File: config.mk
export PLATFORM = sky130hd
export DESIGN_NAME = muldiv_sequencer
export DESIGN_NICKNAME = d
export VERILOG_FILES = /design/src/rtl/muldiv_pkg.sv /design/src/rtl/muldiv_cycle_counter.sv /design/src/rtl/muldiv_sequencer.sv
export SDC_FILE = /design/constraint.sdc
export NUM_CORES = 1
export LEC_CHECK = 0
export CORE_ASPECT_RATIO = 1.25
export CORE_MARGIN = 5
export CORE_UTILIZATION = 34
export CTS_CLUSTER_DIAMETER = 50
export DETAILED_ROUTE_END_ITERATION = 8
export GPL_ROUTABILITY_DRIVEN = 0
export HOLD_SLACK_MARGIN = 0.02
export PLACE_DENSITY = 0.83
export SLEW_MARGIN = 20
export SYNTH_ARGS = -nofsm -noshare
export SYNTH_HDL_FRONTEND = slang
export SYNTH_HIERARCHICAL = 1
export SYNTH_SLANG_ARGS = --single-unit
File: constraint.sdc
create_clock -name clk -period 3 [get_ports clk]
set_clock_uncertainty 0.1 [all_clocks]
set_input_delay 0.6 -clock clk [delete_from_list [all_inputs] [get_ports clk]]
set_output_delay 0.6 -clock clk [all_outputs]
set_load 0.02 [all_outputs]
File: src/rtl/muldiv_pkg.sv
// muldiv_pkg: shared types and constants for the multiply/divide sequencer.
//   state_e  - sequencer FSM states
//   OP_DIV / OP_MULT - encoding of op_type / op_reg / HiLoSrc
package muldiv_pkg;

  typedef enum logic [2:0] {
    S_IDLE  = 3'd0,
    S_START = 3'd1,
    S_RUN   = 3'd2,
    S_WRITE = 3'd3,
    S_EXC   = 3'd4
  } state_e;

  localparam logic OP_DIV  = 1'b0;
  localparam logic OP_MULT = 1'b1;

endpackage

File: src/rtl/muldiv_cycle_counter.sv
// muldiv_cycle_counter: loadable down-counter timing the mult/div latency.
//   clk, reset   - clock, asynchronous active-low reset (clears count)
//   load         - load load_val (has priority over en)
//   load_val     - value to load
//   en           - decrement by one
//   zero         - count is zero
module muldiv_cycle_counter #(
  parameter int CW = 5
) (
  input  logic          clk,
  input  logic          reset,
  input  logic          load,
  input  logic [CW-1:0] load_val,
  input  logic          en,
  output logic          zero
);

  logic [CW-1:0] cnt_q;

  always_ff @(posedge clk or negedge reset) begin
    if (!reset)    cnt_q <= '0;
    else if (load) cnt_q <= load_val;
    else if (en)   cnt_q <= cnt_q - 1'b1;
  end

  assign zero = (cnt_q == '0);

endmodule

File: src/rtl/muldiv_sequencer.sv
// muldiv_sequencer: issues start pulses to the shared mult/div units, times
// their fixed latency and drives the HI/LO write-back.
//   clk, reset      - clock, asynchronous active-low reset
//   op_valid        - request strobe (only looked at in IDLE)
//   op_type         - 0 = DIV, 1 = MULT
//   divisor         - B operand, tested for zero when a DIV is accepted
//   cancel          - flush an op in START/RUN
//   mult_start      - one-cycle start pulse to mult
//   div_start       - one-cycle start pulse to div
//   HiLoSrc         - HI/LO source select (1 = mult), follows op_reg
//   HI_write        - HI write enable
//   LO_write        - LO write enable
//   busy            - high outside IDLE (control unit stalls on it)
//   done            - completion pulse, coincident with the HI/LO write
//   divzero_exc     - pulse when a DIV by zero is rejected
// All outputs are decoded from registered state only, so reset forces them
// low immediately.
module muldiv_sequencer
  import muldiv_pkg::*;
#(
  parameter int MULT_CYCLES = 32,
  parameter int DIV_CYCLES  = 32,
  parameter int CW = $clog2((MULT_CYCLES > DIV_CYCLES) ? MULT_CYCLES : DIV_CYCLES)
) (
  input  logic        clk,
  input  logic        reset,
  input  logic        op_valid,
  input  logic        op_type,
  input  logic [31:0] divisor,
  input  logic        cancel,
  output logic        mult_start,
  output logic        div_start,
  output logic        HiLoSrc,
  output logic        HI_write,
  output logic        LO_write,
  output logic        busy,
  output logic        done,
  output logic        divzero_exc
);

  // A latency of 1 gives CW = 0; keep the counter at least one bit wide.
  localparam int CNT_W = (CW < 1) ? 1 : CW;
  localparam logic [CNT_W-1:0] MULT_LOAD = CNT_W'(MULT_CYCLES - 1);
  localparam logic [CNT_W-1:0] DIV_LOAD  = CNT_W'(DIV_CYCLES - 1);

  state_e state_q, state_d;
  logic   op_q, op_d;
  logic   cnt_zero;

  always_ff @(posedge clk or negedge reset) begin
    if (!reset) begin
      state_q <= S_IDLE;
      op_q    <= OP_DIV;
    end else begin
      state_q <= state_d;
      op_q    <= op_d;
    end
  end

  always_comb begin
    state_d = state_q;
    op_d    = op_q;
    unique case (state_q)
      S_IDLE: begin
        // A request arriving together with a flush is dropped.
        if (op_valid && !cancel) begin
          op_d    = op_type;
          state_d = (op_type == OP_DIV && divisor == '0) ? S_EXC : S_START;
        end
      end
      S_START: state_d = cancel ? S_IDLE : S_RUN;
      S_RUN: begin
        if (cancel)        state_d = S_IDLE;
        else if (cnt_zero) state_d = S_WRITE;
      end
      // Write-back and exception report always complete.
      S_WRITE: state_d = S_IDLE;
      S_EXC:   state_d = S_IDLE;
      default: state_d = S_IDLE;
    endcase
  end

  // Loaded with N-1 in START so RUN spans N cycles; on cancel the count is
  // left stale since the next START reloads it.
  muldiv_cycle_counter #(.CW(CNT_W)) u_cnt (
    .clk      (clk),
    .reset    (reset),
    .load     (state_q == S_START),
    .load_val ((op_q == OP_MULT) ? MULT_LOAD : DIV_LOAD),
    .en       (state_q == S_RUN && !cnt_zero),
    .zero     (cnt_zero)
  );

  assign mult_start  = (state_q == S_START) &&  op_q;
  assign div_start   = (state_q == S_START) && !op_q;
  assign HiLoSrc     = op_q;
  assign HI_write    = (state_q == S_WRITE);
  assign LO_write    = (state_q == S_WRITE);
  assign done        = (state_q == S_WRITE);
  assign divzero_exc = (state_q == S_EXC);
  assign busy        = (state_q != S_IDLE);

endmodule

==> flow_summary.yaml, run 1 <==
outcome:
  outcome: "completed"
setup_path:
  cp_slowest_cell: "clkdlybuf4s50_1"
  critical_path_required_ns: 2.30
  crit_path_start: "state_q[1]$_DFFE_PN0P_"
  cp-start-kind: "flip-flop"
  arrival_ns: 1.90
  reg2reg_from: "u_cnt/cnt_q[0]$_DFFE_PN0P_"
  path_cells: "nor3b_1 > buf_4 > nor2b_1 > clkdlybuf4s50_1"
  endpoint_kind: "primary output"
  crit_type: "reg -> out"
  crit_fanout: 11
  crit_path_max_incr_delay_ns: 0.61
placement:
  portBuffers: 44
  hpwlAfterDp_mm: 1.61
  preCtsSetupSlack_ns: 0.669
timing:
  worst_slew_pin_slew_ns: 0.493
  rsz0062_at_grt: "false"
  hold_viol: 0
  setup_tns_ns: 0
  fin_crit_ns: 2.60
  finalSetupViolations: 0
  hold_ws_ns: 0.478
  drv_slew: 0
  slew_headroom_pct: 66.7
  period_share_pct: 86.7
  layout_setup_ws_ns: 0.398
  fmax_mhz: 384
power:
  ir_drop_mv: 0.357
  p_leak_uw: 0.000431
  internal_power_uw: 343
  power_density_mw_per_mm2: 454
  p_comb_share_pct: 41.1
  switching_power_uw: 170
  p_seq_share_pct: 41.8
  p_clk_share_pct: 17.1
  switching_share_pct: 33.1
cts:
  clkTransAtPathRegs_ns: 0.06
  clock-sinks: 9
  htreeDepth: 1
  numCtsBuffers: 3
  cts.repair.resized: 0
  clk_latency_ns: 0.25
  holdBufCountCts: 0
  cts_setup_buffers: 0
  cts_root_buffer: "clkbuf_4"
  cts_tree: "built"
  cts_buffer_depth: 2
logic_synthesis:
  ys_warn_count: 6
  synth_cells: 65
  yosysSeqAreaShare_pct: 35.4
  yosys-top-cells-area: "dfrtp_1 35%, nor4_1 5.9%, nand2_1 4.7%, xnor2_1 4.1%, nor4_2 3.9%"
  syn_area_per_cell_um2: 9.78
  ys_types: 30
  synth_top_cell_by_area: "dfrtp_1"
  ys_seq_elements: 9
  syn-cell-area_um2: 636
  synth.top_cell.area_share_pct: 35.4
cells_and_area:
  final_cell_mix: "44 x clkdlybuf4s50_1, 9 x dfrtp_1, 8 x nand2_1"
  final_common_cell: "clkdlybuf4s50_1"
  drive_above_1_share_pct: 10.5
  multi_input_area_um2: 389
  areaGrowthSynthToFinish_pct: 77.4
  diodes: 0
  fillers: 144
  register_area_um2: 225
  nets: 153
floorplanning:
  core_area_mm2: 0.00177
  io-pin-count: 45
  dieArea_mm2: 0.00284
  fp-row-count: 17
  die_h_um: 58.3
  initial_utilization_pct: 36.0
  fp.dieW_um: 48.7
job:
  cap_violations: 0
hold_path:
  worstHoldStart: "state_q[2]$_DFFE_PN0P_"
  hold_path_class: "reg -> reg"
grt:
  grt_pass1_wl_mm: 2.86
  antenna_found_initial: 0
  grt_max_degree: 12
  grt_pass1_vias: 725
  overflow: 0
  grt.total_usage_pct: 12.8
routing:
  drcViolationCount: 0
  vias: 680
  avgRoutedWirePerCell_um: 13.2
  drtIter0Drc: 6
  wl_mm: 1.75
  drtAntennaViolNets: 0
  routed_via_density: 5.11
  first_pass_iters: 4
==> kinds of logic (layout without fill, tap and decap cells) <==
| family | after synthesis | after routing | share of synthesized area, % |
|---|---|---|---|
| xor+xnor | 5 | 5 | 6.89 |
| compound gates | 6 | 6 | 5.31 |
| fa+ha+maj | 1 | 1 | 1.97 |
| flops | 9 | 9 | 35.4 |
| simple gates | 33 | 33 | 38.4 |
| mux | 3 | 3 | 5.71 |
| buf+inv | 7 | 52 | 5.71 |
| other cells | 1 | 5 | 0.590 |
==> path summary, 6_finish.rpt <==
kind | end | slack, ns | cells after the start
max reg2reg | u_cnt/cnt_q[3]$_DFFE_PN0P_ | 0.84 | 8
max | div_start | 0.40 | 4
max in group asynchronous | u_cnt/cnt_q[2]$_DFFE_PN0P_ | 2.00 | 1
min reg2reg | state_q[1]$_DFFE_PN0P_ | 0.48 | 1
min | state_q[1]$_DFFE_PN0P_ | 0.48 | 1
min in group asynchronous | u_cnt/cnt_q[4]$_DFFE_PN0P_ | 0.54 | 1
==> area by class of cell <==
class / count / share of cell area, %
tap: 19 / 2.11
timing repair buffer: 46 / 40.4
inverter: 2 / 0.666
sequential: 9 / 20.0
clock buffer: 4 / 2.33
multi-input combinational: 53 / 34.5
==> metal layers <==
metal / vias to the layer above / routed length [µm] / GRT usage, %
met3: 2 / 184 / 4.05
met1: 308 / 610 / 11.1
met2: 37 / 935 / 26.1
met4: 0 / 23 / 5.77
li1: 333 / - / -
met5: - / 0 / 0
==> state kept, by name, indices dropped and copies added, names as in the netlist <==
register	count
HiLoSrc	1
state_q	3
u_cnt/cnt_q	5
==> metrics by stage <==
step / utilization (%) / cell area (µm²) / instances / power [µW]
after floorplan: - / 651 / 69 / 326
after global placement: 62.4 / 1100 / 129 / 416
after detailed placement: 62.4 / 1100 / 129 / 430
after CTS: 63.9 / 1130 / 133 / 521
after global routing: 63.9 / 1130 / 133 / 554
final: 63.9 / 1130 / 133 / 512
==> power groups by stage <==
stage | sequential, µW | clock [µW] | combinational (µW)
3_5_place_dp | 217 | 0 | 213
2_1_floorplan | 206 | 0 | 120
3_3_place_gp | 212 | 0 | 204
4_1_cts | 215 | 91.5 | 215
5_1_grt | 222 | 98.9 | 234
6_report | 214 | 87.6 | 211
==> cell usage after synthesis <==
master / n
conb_1: 1
ha_1: 1
clkbuf_1: 1
mux2i_1: 1
nand2_1: 8
nor2_1: 1
xor2_1: 2
o21ai_0: 5
and4_1: 1
xnor2_1: 3
buf_2: 2
mux2_2: 1
nor4_4: 1
nor3b_1: 2
dfrtp_1: 9
nor4_2: 2
nand4_1: 1
nor4b_4: 1
nor4_1: 6
nor2b_1: 1
o31a_1: 1
nor3_1: 3
and2_1: 1
nor4b_1: 2
mux2_4: 1
or3_1: 1
and3b_1: 1
buf_4: 2
and4bb_2: 1
inv_1: 2
==> critical path: cells and delay by family, from the launching register on <==
| family | cells | cell delay (ns) |
|---|---|---|
| buf+inv | 2 | 0.80 |
| simple gates | 2 | 0.37 |
| flops | 1 | 0.48 |
Note: power is estimated with default switching activity, not from simulation.
==> run 2, diff against run 1 <==
--- a/config.mk
+++ b/config.mk
@@ -5,7 +5,6 @@
 export SDC_FILE = /design/constraint.sdc
 export NUM_CORES = 1
 export LEC_CHECK = 0
-export CORE_ASPECT_RATIO = 1.25
 export CORE_MARGIN = 5
 export CORE_UTILIZATION = 34
 export CTS_CLUSTER_DIAMETER = 50
==> run 2 against run 1 <==
  * Clock power shrank 0.9%
  * Utilization rose by 1.2 points
  * Setup slack worse by 0.011 ns
  * Critical endpoint unchanged
==> flow_summary.yaml, run 2 (synthesized netlist as in run 1, its figures left out) <==
cells_and_area:
  final_common_cell: "clkdlybuf4s50_1"
  areaGrowthSynthToFinish_pct: 78.5
  nets: 153
  largest-register: "u_cnt/cnt_q"
  final_cells: 139
  diodes: 0
  largest_register_ff_count: 5
  drive_above_1_share_pct: 10.5
  final_cell_mix: "44 x clkdlybuf4s50_1, 9 x dfrtp_1, 8 x nand2_1"
routing:
  vias: 674
  drcViolationCount: 0
  avgRoutedWirePerCell_um: 13.3
  routed_via_density: 4.85
  drtAntennaViolNets: 0
  drtIter0Drc: 7
  first_pass_iters: 4
  wl_mm: 1.85
grt:
  overflow: 0
  grt_pass1_vias: 755
  grt_pass1_wl_mm: 2.97
  grt.total_usage_pct: 14.6
  grt_max_degree: 12
  grt_util_met3_pct: 5.35
  grt_busiest_layer: "met2"
  met2_usage_pct: 26.7
  met1_usage_pct: 14.3
  antenna_found_initial: 0
setup_path:
  critical_path_required_ns: 2.30
  cp-start-kind: "flip-flop"
  crit_fanout: 11
  arrival_ns: 1.91
  endpoint_kind: "primary output"
  crit_type: "reg -> out"
timing:
  fmax_mhz: 383
  fin_crit_ns: 2.61
  period_share_pct: 87.1
  hold_viol: 0
  hold_ws_ns: 0.487
  setup_tns_ns: 0
  finalSetupViolations: 0
  drv_slew: 0
  rsz0062_at_grt: "false"
power:
  ir_drop_mv: 0.309
  p_leak_uw: 0.000431
  power_density_mw_per_mm2: 455
cts:
  clkTransAtPathRegs_ns: 0.06
  htreeDepth: 1
  cts_buffer_depth: 2
  cts_tree: "built"
  cts.repair.resized: 0
  cts_root_buffer: "clkbuf_4"
  clock-sinks: 9
  clk_latency_ns: 0.25
  cts_setup_buffers: 0
  numCtsBuffers: 3
  holdBufCountCts: 0
floorplanning:
  die_h_um: 53.2
  initial_utilization_pct: 36.4
  fp.dieW_um: 53.2
  fp-row-count: 15
  io-pin-count: 45
  core_area_mm2: 0.00175
  dieArea_mm2: 0.00283
hold_path:
  hold_path_class: "reg -> reg"
outcome:
  outcome: "completed"
placement:
  dp_cells: 135
  portBuffers: 44
  hpwlAfterDp_mm: 1.65
job:
  cap_violations: 0
-- run 2: area by class of cell --
| cell class | count | area (µm²) |
|---|---|---|
| fill | 140 | 611 |
| timing repair buffer | 46 | 455 |
| multi-input combinational | 53 | 389 |
| sequential | 9 | 225 |
| tap | 25 | 31.3 |
| clock buffer | 4 | 26.3 |
| inverter | 2 | 7.51 |
-- run 2: stage by stage --
step | utilization (%) | total power [µW] | setup WS (ns) | area, µm²
global placement | 63.5 | 417 | 0.688 | 1110
floorplan | - | 326 | 0.711 | 651
finish | 65.0 | 517 | 0.388 | 1130
CTS | 65.0 | 521 | 0.372 | 1130
detailed placement | 63.5 | 430 | 0.656 | 1110
global route | 65.0 | 554 | 0.255 | 1130
-- run 2: layer usage --
layer  up-vias  part of all wire (%)
li1        329                     -
met5         -                     0
met4         0                     0
met1       308                    36
met2        37                    52
met3         0                    12
-- run 2: worst max-delay path: stages (launching register included) --
cell	delay [ns]
dfrtp_1	0.49
nor3b_1	0.24
buf_4	0.19
nor2b_1	0.13
clkdlybuf4s50_1	0.61
-- run 2: worst paths after layout --
| kind | startpoint | endpoint | slack (ns) | depth (start not counted) |
|---|---|---|---|---|
| min in group asynchronous | reset | HiLoSrc$_DFFE_PN0P_ | 0.54 | 1 |
| setup / recovery | state_q[1]$_DFFE_PN0P_ | div_start | 0.39 | 4 |
| setup reg to reg | u_cnt/cnt_q[0]$_DFFE_PN0P_ | u_cnt/cnt_q[3]$_DFFE_PN0P_ | 0.84 | 8 |
| max in group asynchronous | reset | state_q[2]$_DFFE_PN0P_ | 1.98 | 1 |
| hold / removal | state_q[2]$_DFFE_PN0P_ | state_q[1]$_DFFE_PN0P_ | 0.49 | 1 |
| hold reg to reg | state_q[2]$_DFFE_PN0P_ | state_q[1]$_DFFE_PN0P_ | 0.49 | 1 |
-- run 2: report_power, final --
| part | internal [µW] | switching, µW | total, µW |
|---|---|---|---|
| Combinational | 130 | 84.4 | 215 |
| Clock | 50.8 | 35.9 | 86.8 |
| Sequential | 162 | 52.9 | 215 |
| Total | 343 | 173 | 517 |
